$ cat config.mk
export PLATFORM = sky130hd
export DESIGN_NAME = fetch_sequencer
export DESIGN_NICKNAME = d
export VERILOG_FILES = /design/src/rtl/fetch_sequencer.sv
export SDC_FILE = /design/constraint.sdc
export NUM_CORES = 1
export LEC_CHECK = 0
export ABC_AREA = 1
export CELL_PAD_IN_SITES_DETAIL_PLACEMENT = 1
export CELL_PAD_IN_SITES_GLOBAL_PLACEMENT = 1
export CORE_MARGIN = 4
export CORE_UTILIZATION = 30
export CTS_BUF_LIST = sky130_fd_sc_hd__clkbuf_8 sky130_fd_sc_hd__clkbuf_16
export CTS_CLUSTER_SIZE = 28
export DETAILED_ROUTE_END_ITERATION = 7
export PLACE_DENSITY_LB_ADDON = 0.1
export SLEW_MARGIN = 0
export SYNTH_ARGS = -nofsm -noshare
export SYNTH_HDL_FRONTEND = slang
export SYNTH_SLANG_ARGS = --single-unit
$ cat constraint.sdc
create_clock -name clk -period 2.1 [get_ports clk]
set_clock_uncertainty 0.2 [all_clocks]
set_input_delay 0.21 -clock clk [delete_from_list [all_inputs] [get_ports clk]]
set_output_delay 0.21 -clock clk [all_outputs]
set_load 0.01 [all_outputs]
$ cat src/rtl/fetch_sequencer.sv
// Instruction fetch sequencer: fetches a word from instruction memory, hands it
// to the IR, decodes the opcode, and runs an execute handshake before the next fetch.
module fetch_sequencer #(
    parameter logic [31:0] RESET_PC = 32'h0000_0000,
    parameter logic [5:0]  HALT_OP  = 6'h3F,
    parameter int unsigned TIMEOUT  = 16
) (
    input  logic        clk,
    input  logic        reset,
    input  logic        stall,
    output logic        mem_req,
    output logic [31:0] mem_addr,
    input  logic        mem_ack,
    input  logic [31:0] mem_rdata,
    output logic        ir_load,
    output logic [31:0] ir_data,
    input  logic [31:0] ir_q,
    output logic [5:0]  opcode,
    output logic        exec_start,
    input  logic        exec_done,
    input  logic        branch_taken,
    input  logic [31:0] branch_target,
    output logic [31:0] pc,
    output logic [15:0] instr_count,
    output logic        halt,
    output logic        fault,
    output logic [2:0]  state
);

    typedef enum logic [2:0] {
        S_IDLE   = 3'd0,
        S_FETCH  = 3'd1,
        S_LOAD   = 3'd2,
        S_DECODE = 3'd3,
        S_EXEC   = 3'd4,
        S_HALT   = 3'd5,
        S_FAULT  = 3'd6
    } state_e;

    localparam int WW = (TIMEOUT > 1) ? $clog2(TIMEOUT) : 1;
    localparam logic [WW-1:0] WAIT_LAST = WW'(TIMEOUT - 1);

    state_e        state_q, state_d;
    logic [31:0]   pc_q, pc_d;
    logic [31:0]   ir_data_q, ir_data_d;
    logic [5:0]    opcode_q, opcode_d;
    logic [15:0]   cnt_q, cnt_d;
    logic [WW-1:0] wait_q, wait_d;
    logic          first_q, first_d;
    logic          halt_q, halt_d;
    logic          fault_q, fault_d;

    // Only the opcode field of the IR is inspected here.
    logic unused_ir_bits;
    assign unused_ir_bits = ^ir_q[25:0];

    always_ff @(posedge clk or negedge reset) begin
        if (!reset) begin
            state_q   <= S_IDLE;
            pc_q      <= RESET_PC;
            ir_data_q <= '0;
            opcode_q  <= '0;
            cnt_q     <= '0;
            wait_q    <= '0;
            first_q   <= 1'b0;
            halt_q    <= 1'b0;
            fault_q   <= 1'b0;
        end else begin
            state_q   <= state_d;
            pc_q      <= pc_d;
            ir_data_q <= ir_data_d;
            opcode_q  <= opcode_d;
            cnt_q     <= cnt_d;
            wait_q    <= wait_d;
            first_q   <= first_d;
            halt_q    <= halt_d;
            fault_q   <= fault_d;
        end
    end

    always_comb begin
        state_d = state_q;
        unique case (state_q)
            S_IDLE:   if (!stall) state_d = S_FETCH;
            S_FETCH: begin
                if (mem_ack)
                    state_d = S_LOAD;
                else if (wait_q == WAIT_LAST)
                    state_d = S_FAULT;
            end
            S_LOAD:   state_d = S_DECODE;
            S_DECODE: state_d = (ir_q[31:26] == HALT_OP) ? S_HALT : S_EXEC;
            S_EXEC:   if (exec_done) state_d = S_IDLE;
            default:  state_d = state_q;
        endcase
    end

    always_comb begin
        pc_d      = pc_q;
        ir_data_d = ir_data_q;
        opcode_d  = opcode_q;
        cnt_d     = cnt_q;
        wait_d    = wait_q;
        if (state_q == S_FETCH) begin
            if (mem_ack) begin
                ir_data_d = mem_rdata;
                wait_d    = '0;
            end else if (wait_q != WAIT_LAST) begin
                wait_d = wait_q + WW'(1);
            end
        end
        if (state_q == S_DECODE)
            opcode_d = ir_q[31:26];
        if (state_q == S_EXEC && exec_done) begin
            pc_d  = branch_taken ? branch_target : pc_q + 32'd4;
            cnt_d = cnt_q + 16'd1;
        end
        // EXECUTE is only ever entered from DECODE, so this marks its first cycle.
        first_d = (state_q == S_DECODE);
        halt_d  = (state_d == S_HALT);
        fault_d = (state_d == S_FAULT);
    end

    always_comb begin
        mem_req    = (state_q == S_FETCH);
        ir_load    = (state_q == S_LOAD);
        exec_start = (state_q == S_EXEC) && first_q;
    end

    assign mem_addr    = pc_q;
    assign pc          = pc_q;
    assign ir_data     = ir_data_q;
    assign opcode      = opcode_q;
    assign instr_count = cnt_q;
    assign halt        = halt_q;
    assign fault       = fault_q;
    assign state       = state_q;

endmodule

==> results_dict.tcl, run 1 <==
set metrics [dict create \
    synthFlopType "dfrtp_1" \
    worst_setup_path_start_kind "register" \
    powerDensity_nw_per_um2 498 \
    die_area_um2 20400 \
    clk_pin_slew_ps 70 \
    rows 49 \
    fin_ws_ps 88.3 \
    ant_nets 0 \
    dr.pass1.iters 4 \
    synth_seq_cells 96 \
    avgSynthCellArea_um2 7.09 \
    drv_cap 0 \
    crit_top_cell "inv_1" \
    status "completed" \
    synthesis.area_um2 5450 \
    drive_gt1_frac 0.0604 \
    start_util 0.305 \
    r2r_slack_ps 220 \
    fin_nets 1060 \
    ys_async_sr_fraction 1.00 \
    fin_crit_ps 2010 \
    grt_max_degree 44 \
    crit_path_cell_trace "inv_1 -> nand3_1 -> inv_1 -> clkdlybuf4s50_1" \
    arrival_ps 1600 \
    setup_tns_ps 0 \
    worstSkewPairLatency_ps 340 \
    routedWlPerCell_um 15.8 \
    hold_viol_final 0 \
    period_share 0.958 \
    clk_path_buf_depth 2 \
    endpoint_kind "output port" \
    r2r_start "mem_addr[4]" \
    cts_sinks 96 \
    track_usage 0.186 \
    crit_slowest_cell "clkdlybuf4s50_1" \
    grt_pass1_vias 5832 \
    antenna_found_initial 0 \
    area_delta_synth_final_pct 45.4 \
    num_io_pins 228 \
    cts-buffers-inserted 9 \
    dpl.hpwl_um 14800 \
    vias 5504 \
    fp.dieW_um 143 \
    pre_cts_slack_ps 123 \
    worstMarginPinSlew_ps 420 \
    drv_slew 0 \
    hold_path_class "input port to asynchronous set/reset pin" \
    htreeDepth 3 \
    gp_congestion 0.827 \
    fin_cells 1190 \
    drt_iter0_drc 145 \
    worstPathRequired_ps 1690 \
    cp_num_buf_inv 3 \
    grt.overflow.total 0 \
    crit_fanout 4 \
    post_dp_cell_area_um2 7610 \
    p_leak_nw 3.76 \
    design_area_um2 7930 \
    yosysSeqAreaShare 0.441 \
    rsz0062_at_grt "no" \
    setup_viol 0 \
    port-buffer-count 201 \
    yosysWarnings 0 \
    ir_worst_vdd_v 0.000361 \
    syn_nets 874 \
    slew-limit-headroom 0.718 \
    criticalPathCategory "register to output port" \
    clock-root-buffer "clkbuf_16" \
    yosysUniqueCellTypes 35 \
    ff2ff_path_depth 9 \
    vias_per_cell 4.63 \
    path_delay_family "buffers and inverters" \
    dp_cells 1172 \
    grt_pass1_wl_um 30300 \
    whs_ps 72.4 \
    netlist_instances 769 \
    fmax_mhz 497 \
    cpPeakStageDelay_ps 530 \
    final_core_util 0.443 \
    dieHeight_um 143 \
    wirelength_um 18800 \
    drcViolationCount 0 \
    tritoncts "yes" \
    synth_edf_count 0 \
    fp.coreArea_um2 17900 \
    power.total_mw 3.95 \
    post_cts_buffers 0 \
    r2r-end "mem_addr[11]" \
]
[sequential cells by signal, summed over array words and instances (netlist names)]
name	count
instr_count	16
wait_q	4
ir_data	32
fault	1
state	3
halt	1
opcode	6
mem_addr	32
first_q	1
[cells in the mapped netlist (all sizes together) (5+ instances only)]
cell	instances	area, µm²
nand2	347	1320
dfrtp	96	2400
nor2	75	335
inv	69	259
nand3	47	235
buf	45	319
o21ai	22	114
a21oi	14	70.1
nor3	11	66.3
xor2	11	96.3
a22oi	5	37.5
nand4	5	31.3
[cells in the final DEF, fill, tap and decap left out, drive strengths merged, types with 2 or more instances in the layout]
| master | netlist | routed |
|---|---|---|
| clkdlybuf4s50 | 0 | 198 |
| nand2 | 347 | 347 |
| nand3 | 47 | 47 |
| nor2 | 75 | 75 |
| clkbuf | 3 | 10 |
| nand3b | 2 | 2 |
| ha | 3 | 3 |
| o211ai | 4 | 4 |
| xnor2 | 4 | 4 |
| a21oi | 14 | 14 |
| inv | 69 | 72 |
| o21ai | 22 | 22 |
| dfrtp | 96 | 96 |
| buf | 45 | 22 |
| nor3 | 11 | 11 |
| a22oi | 5 | 5 |
| nand4 | 5 | 5 |
| xor2 | 11 | 11 |
[worst register-to-register path, stage by stage (launching register included)]
cell	delay, ps
dfrtp_1	480
nand2_1	100
nor2_2	200
nand2_1	170
nor2_1	260
nand2_1	90
nand2_1	70
nand3_1	60
o21ai_0	80
inv_1	60
[metal layers]
| layer | track usage | wire length, µm |
|---|---|---|
| met1 | 0.235 | 7930 |
| met2 | 0.306 | 9150 |
| met3 | 0.0583 | 1440 |
| met4 | 0.0530 | 250 |
| met5 | 0 | 0 |
[area by class of cell]
| cell class | count | area [µm²] |
|---|---|---|
| inverters | 69 | 262 |
| multi-input cells | 556 | 2460 |
| fillers | 2197 | 9970 |
| well taps | 229 | 287 |
| clock buffers | 10 | 239 |
| clock inverters | 6 | 58.8 |
| diodes | 1 | 2.50 |
| repair buffers | 223 | 2220 |
| flip-flops and latches | 96 | 2400 |
[worst max-delay path by stage]
stage                     slack [ps]  cells past startpoint           end        start
final                             90                      4       ir_load     state[0]
after global routing               7                      4       ir_load     state[0]
after CTS                         10                      4    exec_start     state[0]
after detailed placement         120                      7   mem_addr[9]    exec_done
after global placement           140                      7   mem_addr[7]    exec_done
after floorplan                  380                     10  mem_addr[18]  mem_addr[3]
[cells by family after synthesis]
family / Yosys count / share of synthesized area
fa+ha+maj: 3 / 0.00689
xor+xnor: 15 / 0.0241
compound gates: 48 / 0.0500
flops: 96 / 0.441
simple gates: 490 / 0.370
buf+inv: 117 / 0.108
[power breakdown]
group | internal (mW) | switching (mW)
combinational | 0.213 | 0.150
sequential | 1.87 | 0.0294
clock | 0.951 | 0.742
total | 3.03 | 0.921
[what timing repair did]
item | CTS | global route
hold buffers | 1 | 0
resized for setup | 2 | 2
pin swaps | 0 | 0
endpoints found under the setup margin | 1 | 2
cloned | 0 | 0
endpoints found under the hold margin | 96 | 0
(Power assumes the default switching activity.)
==> run 2: changes to the inputs <==
--- a/config.mk
+++ b/config.mk
@@ -6,8 +6,10 @@
 export NUM_CORES = 1
 export LEC_CHECK = 0
 export ABC_AREA = 1
+export CAP_MARGIN = 5
 export CELL_PAD_IN_SITES_DETAIL_PLACEMENT = 1
 export CELL_PAD_IN_SITES_GLOBAL_PLACEMENT = 1
+export CORE_ASPECT_RATIO = 0.9
 export CORE_MARGIN = 4
 export CORE_UTILIZATION = 30
 export CTS_BUF_LIST = sky130_fd_sc_hd__clkbuf_8 sky130_fd_sc_hd__clkbuf_16
==> results_dict.tcl, run 2 (synthesized netlist as in run 1, its figures left out) <==
set metrics [dict create \
    drv_cap 0 \
    num_io_pins 228 \
    grt.overflow.total 0 \
    grt_pass1_vias 5968 \
    start_util 0.308 \
    rsz0062_at_grt "no" \
    worstPathRequired_ps 1690 \
    slew-limit-headroom 0.675 \
    area_delta_synth_final_pct 45.9 \
    dieHeight_um 136 \
    fin_crit_ps 1940 \
    fmax_mhz 516 \
    clock-root-buffer "clkbuf_16" \
    die_area_um2 20400 \
    clk_pin_slew_ps 80 \
    drt_iter0_drc 278 \
    fp.dieW_um 150 \
    fp.coreArea_um2 17700 \
    grt_pass1_wl_um 31800 \
    cpPeakStageDelay_ps 580 \
    cts_sinks 96 \
    worst_setup_path_start_kind "register" \
    power.total_mw 3.96 \
    cp.depth 2 \
    dpl.hpwl_um 15300 \
    grt_max_degree 34 \
    status "completed" \
    fin_nets 1063 \
    cp_num_buf_inv 2 \
    endpoint_kind "output port" \
    setup_tns_ps 0 \
    hold_viol_final 0 \
    criticalPathCategory "register to output port" \
    htreeDepth 3 \
    vias 5596 \
    final_core_util 0.449 \
    track_usage 0.197 \
    port-buffer-count 201 \
    routedWlPerCell_um 16.3 \
    clk_path_buf_depth 2 \
    layout.cells.most_common_list "344 x nand2_1, 197 x clkdlybuf4s50_1, 95 x dfrtp_1" \
    path_delay_family "buffers and inverters" \
    vias_per_cell 4.65 \
    setup_viol 0 \
    antenna_found_initial 1 \
    tritoncts "yes" \
    p_leak_nw 3.76 \
    crit_path_cell_trace "buf_4 -> clkdlybuf4s50_1" \
    antenna_cells 0 \
    ff2ff_path_depth 8 \
    rows 46 \
    gp_congestion 0.843 \
    drv_slew 0 \
    crit_fanout 5 \
    crit_slowest_cell "clkdlybuf4s50_1" \
    worstSkewPairLatency_ps 360 \
    ir_worst_vdd_v 0.000360 \
    drcViolationCount 0 \
    ant_nets 0 \
    cts-buffers-inserted 9 \
    dr.pass1.iters 4 \
    mostFrequentLayoutCell "nand2_1" \
    worstMarginPinSlew_ps 483 \
    arrival_ps 1530 \
    period_share 0.922 \
    powerDensity_nw_per_um2 498 \
    wirelength_um 19700 \
    hold_path_class "input port to asynchronous set/reset pin" \
    drive_gt1_frac 0.0654 \
]
-- run 2: area by class of cell --
| type | instances | area, µm² |
|---|---|---|
| Timing Repair Buffer | 226 | 2230 |
| Clock inverter | 7 | 65.1 |
| Fill cell | 2233 | 9770 |
| Multi-Input combinational cell | 556 | 2470 |
| Inverter | 69 | 259 |
| Clock buffer | 9 | 225 |
| Sequential cell | 96 | 2400 |
| Tap cell | 240 | 300 |
-- run 2: per-stage QoR --
stage	instance area (µm²)	std cells	hold slack (ps)	worst slack (ps)
finish	7950	1203	130	164
global route	7950	1203	164	40.6
CTS	7950	1203	143	83.1
detailed placement	7630	1183	-27.2	107
global placement	7630	1183	-30.3	152
floorplan	5450	769	-286	377
-- run 2: worst paths after layout --
path / slack, ps / start / to
worst min register to register: 290 / ir_data[14] / ir_data[14]
max in group asynchronous: 890 / reset / state[2]
worst max register to register: 180 / state[2] / mem_addr[8]
worst min-delay path: 130 / reset / mem_addr[11]
min in group clk: 180 / mem_rdata[12] / ir_data[12]
worst max-delay path: 160 / mem_addr[14] / pc[14]
-- run 2: what timing repair did --
| item | CTS | global route |
|---|---|---|
| pin swaps | 1 | 1 |
| hold buffers | 1 | 0 |
| endpoints found under the setup margin | 3 | 5 |
| buffers inserted | 3 | 0 |
| endpoints found under the hold margin | 55 | 0 |
| gates resized for setup | 4 | 2 |
-- run 2: per-layer routing --
layer,GRT usage,vias up,wire [µm]
met3,0.0713,18,1730
li1,-,2730,-
met2,0.330,159,9310
met5,0,-,13
met1,0.244,2687,8380
met4,0.0447,2,233
-- run 2: power breakdown --
| group | internal (mW) | switching (mW) | leakage (nW) |
|---|---|---|---|
| sequential | 1.87 | 0.0271 | 1.22 |
| clock | 0.834 | 0.863 | 0.143 |
| combinational | 0.215 | 0.155 | 2.40 |
| total | 2.91 | 1.04 | 3.76 |
==> RTL change: new RTL, config.mk and constraints of run 2 <==
Add an input register stage for `branch_target`; this delays it by one clock. The other inputs are not delayed to match.
--- a/src/rtl/fetch_sequencer.sv
+++ b/src/rtl/fetch_sequencer.sv
@@ -39,6 +39,12 @@
 
     localparam int WW = (TIMEOUT > 1) ? $clog2(TIMEOUT) : 1;
     localparam logic [WW-1:0] WAIT_LAST = WW'(TIMEOUT - 1);
+
+    logic [31:0] branch_target_q;
+
+    always_ff @(posedge clk) begin
+        branch_target_q <= branch_target;
+    end
 
     state_e        state_q, state_d;
     logic [31:0]   pc_q, pc_d;
@@ -112,7 +118,7 @@
         if (state_q == S_DECODE)
             opcode_d = ir_q[31:26];
         if (state_q == S_EXEC && exec_done) begin
-            pc_d  = branch_taken ? branch_target : pc_q + 32'd4;
+            pc_d  = branch_taken ? branch_target_q : pc_q + 32'd4;
             cnt_d = cnt_q + 16'd1;
         end
         // EXECUTE is only ever entered from DECODE, so this marks its first cycle.
Function: changed (a bounded check fails within 10 cycles, from zero or initial values and one cycle with reset low).
==> RTL change against run 2 <==
Highest routed layer is now met4. Synthesized cell count increased by 1.8%. Utilization down 0.42 points. Cell count rose by 3.7%. Area after synthesis increased by 12%. Cell area increased by 12%. Worst setup slack got worse by 0.043 ns. Via count decreased by 0.82%. Sequential cell count increased by 32. Largest cell class is now flip-flops and latches. Hold slack lost 0.11 ns. Sequential power rose by 33%. Largest power group is now the clock network. Total power up 48%. Wire length fell by 4.4%.
==> RTL change: results (changes against run 2) <==
Initial antenna violation count: 0 (-1)
WL final: 18,800 µm (-4.4%)
Worst-Skew Late Latency: 0.42 ns (+0.06 ns)
First-pass GRT wire length: 30,100 µm (-5.5%)
Fraction of area in registers: 0.343 (+0.0405)
Ys async rst share: 0.750 (-0.250)
H-tree Lvls: 4 (+1)
Placed instance count: 1,214 (+2.6%)
CP top delay family: buffers and inverters
Max IR drop VDD: 0.409 mV (+14%)
Met3 Track Usage GR: 0.0642 (-0.00709)
Critical Path Max Stage Delay: 0.56 ns (-0.02 ns)
Fillers: 2,414 (+8.1%)
Met2 GRT Util: 0.262 (-0.0680)
M1 GR Usage: 0.224 (-0.0202)
Sequential fraction of the synthesis area: 0.500 (+0.0593)
Worst-path fanout max: 4 (-1)
Setup ws final: 0.121 ns (-0.0426 ns)
Dpl ws: 0.0661 ns (-0.0404 ns)
Min Hold Slack: 0.0168 ns (-0.113 ns)
HPWL Detailed: 14,500 µm (-5.3%)
Number of DRC markers in iteration 0: 165 (-41%)
Bufs w/o clock: 225 (-0.44%)
Largest net degree at the start of global routing: 37 (+8.8%)
First-pass iteration count of the detailed router: 4 (unchanged)
Leakage: 4.10 nW (+9.1%)
Terminus of the critical flop-to-flop path: mem_addr[11]$_DFFE_PN0P_
CTS Sinks: 128 (+33%)
Nets@finish: 1,084 (+2.0%)
Post-cts resize count: 5 (+1)
CTS clk-pin slew, worst paths: 0.06 ns (-0.02 ns)
Met2 wire len: 8510 µm (-8.6%)
Clk root buf: clkbuf_16
Synth area leaders: dfrtp_1 (39%), nand2_1 (20%), dfxtp_1 (11%)
Non-CTS inverters: 66 (-4.3%)
Status: completed
Clock-cell share of area: 0.0669 (+0.0304)
Detailed-route via count: 5,550 (-0.82%)
Reg2Reg Launch Point: mem_addr[6]$_DFFE_PN0P_
DP Area: 8280 µm² (+8.6%)
Final Cell Area: 8880 µm² (+12%)
GRT Total Usage: 0.170 (-0.0273)
Post-CTS setup buffers: 0 (-3)
Clock Buffer Count: 17 (+8)
DRT met1 WL: 8730 µm (+4.2%)
Cells after synthesis: 783 (+1.8%)
Worst-margin pin slew: 0.427 ns (-0.0566 ns)
Layout cells sized above 1: 0.0817 (+0.0162)
Commonest cells post-synth: nand2_1 (331), dfrtp_1 (96), nor2_1 (66), inv_1 (60), nand3_1 (40)
Synth unique cells: 37 (+5.7%)
Multi-input combinational area share: 0.276 (-0.0344)
Vias in the first global route: 5,687 (-4.7%)
Non-clk buf share: 0.251 (-0.0302)
Worst reg2reg path depth: 9 (+1)
Fin util: 0.444 (-0.00422)
Comb_multi_in: 541 (-2.7%)
CP Capture Point: pc[13]
Wirelength per Cell: 15.1 µm (-7.7%)
Max layer used: met4
RTL change: cell count changes in the layout (fill, tap and decap cells not counted), moves of 5 or more:
cell / run 2 / this run
o21ai_0: 20 / 15
nand2_1: 344 / 331
inv_6: 3 / 8
nand3_1: 47 / 40
clkbuf_16: 9 / 17
dfxtp_1: 0 / 32
RTL change: power breakdown:
| part | leakage [nW] | total (mW) | internal [mW] | switching (mW) |
|---|---|---|---|---|
| clock | 0.290 | 3.04 | 1.78 | 1.25 |
| sequential | 1.51 | 2.52 | 2.50 | 0.0211 |
| combinational | 2.30 | 0.288 | 0.175 | 0.112 |
| total | 4.10 | 5.84 | 4.46 | 1.38 |
RTL change: kinds of logic (layout without fill, tap and decap cells):
group                    after synthesis  in the layout  synth area share
AND/OR/NAND/NOR                      470            470             0.324
flip-flops                           128            128             0.500
buffers and inverters                114            323            0.0975
AO/OA/AOI/OAI                         53             53            0.0508
XOR/XNOR                              15             15            0.0216
adder cells (fa/ha/maj)                3              3           0.00617
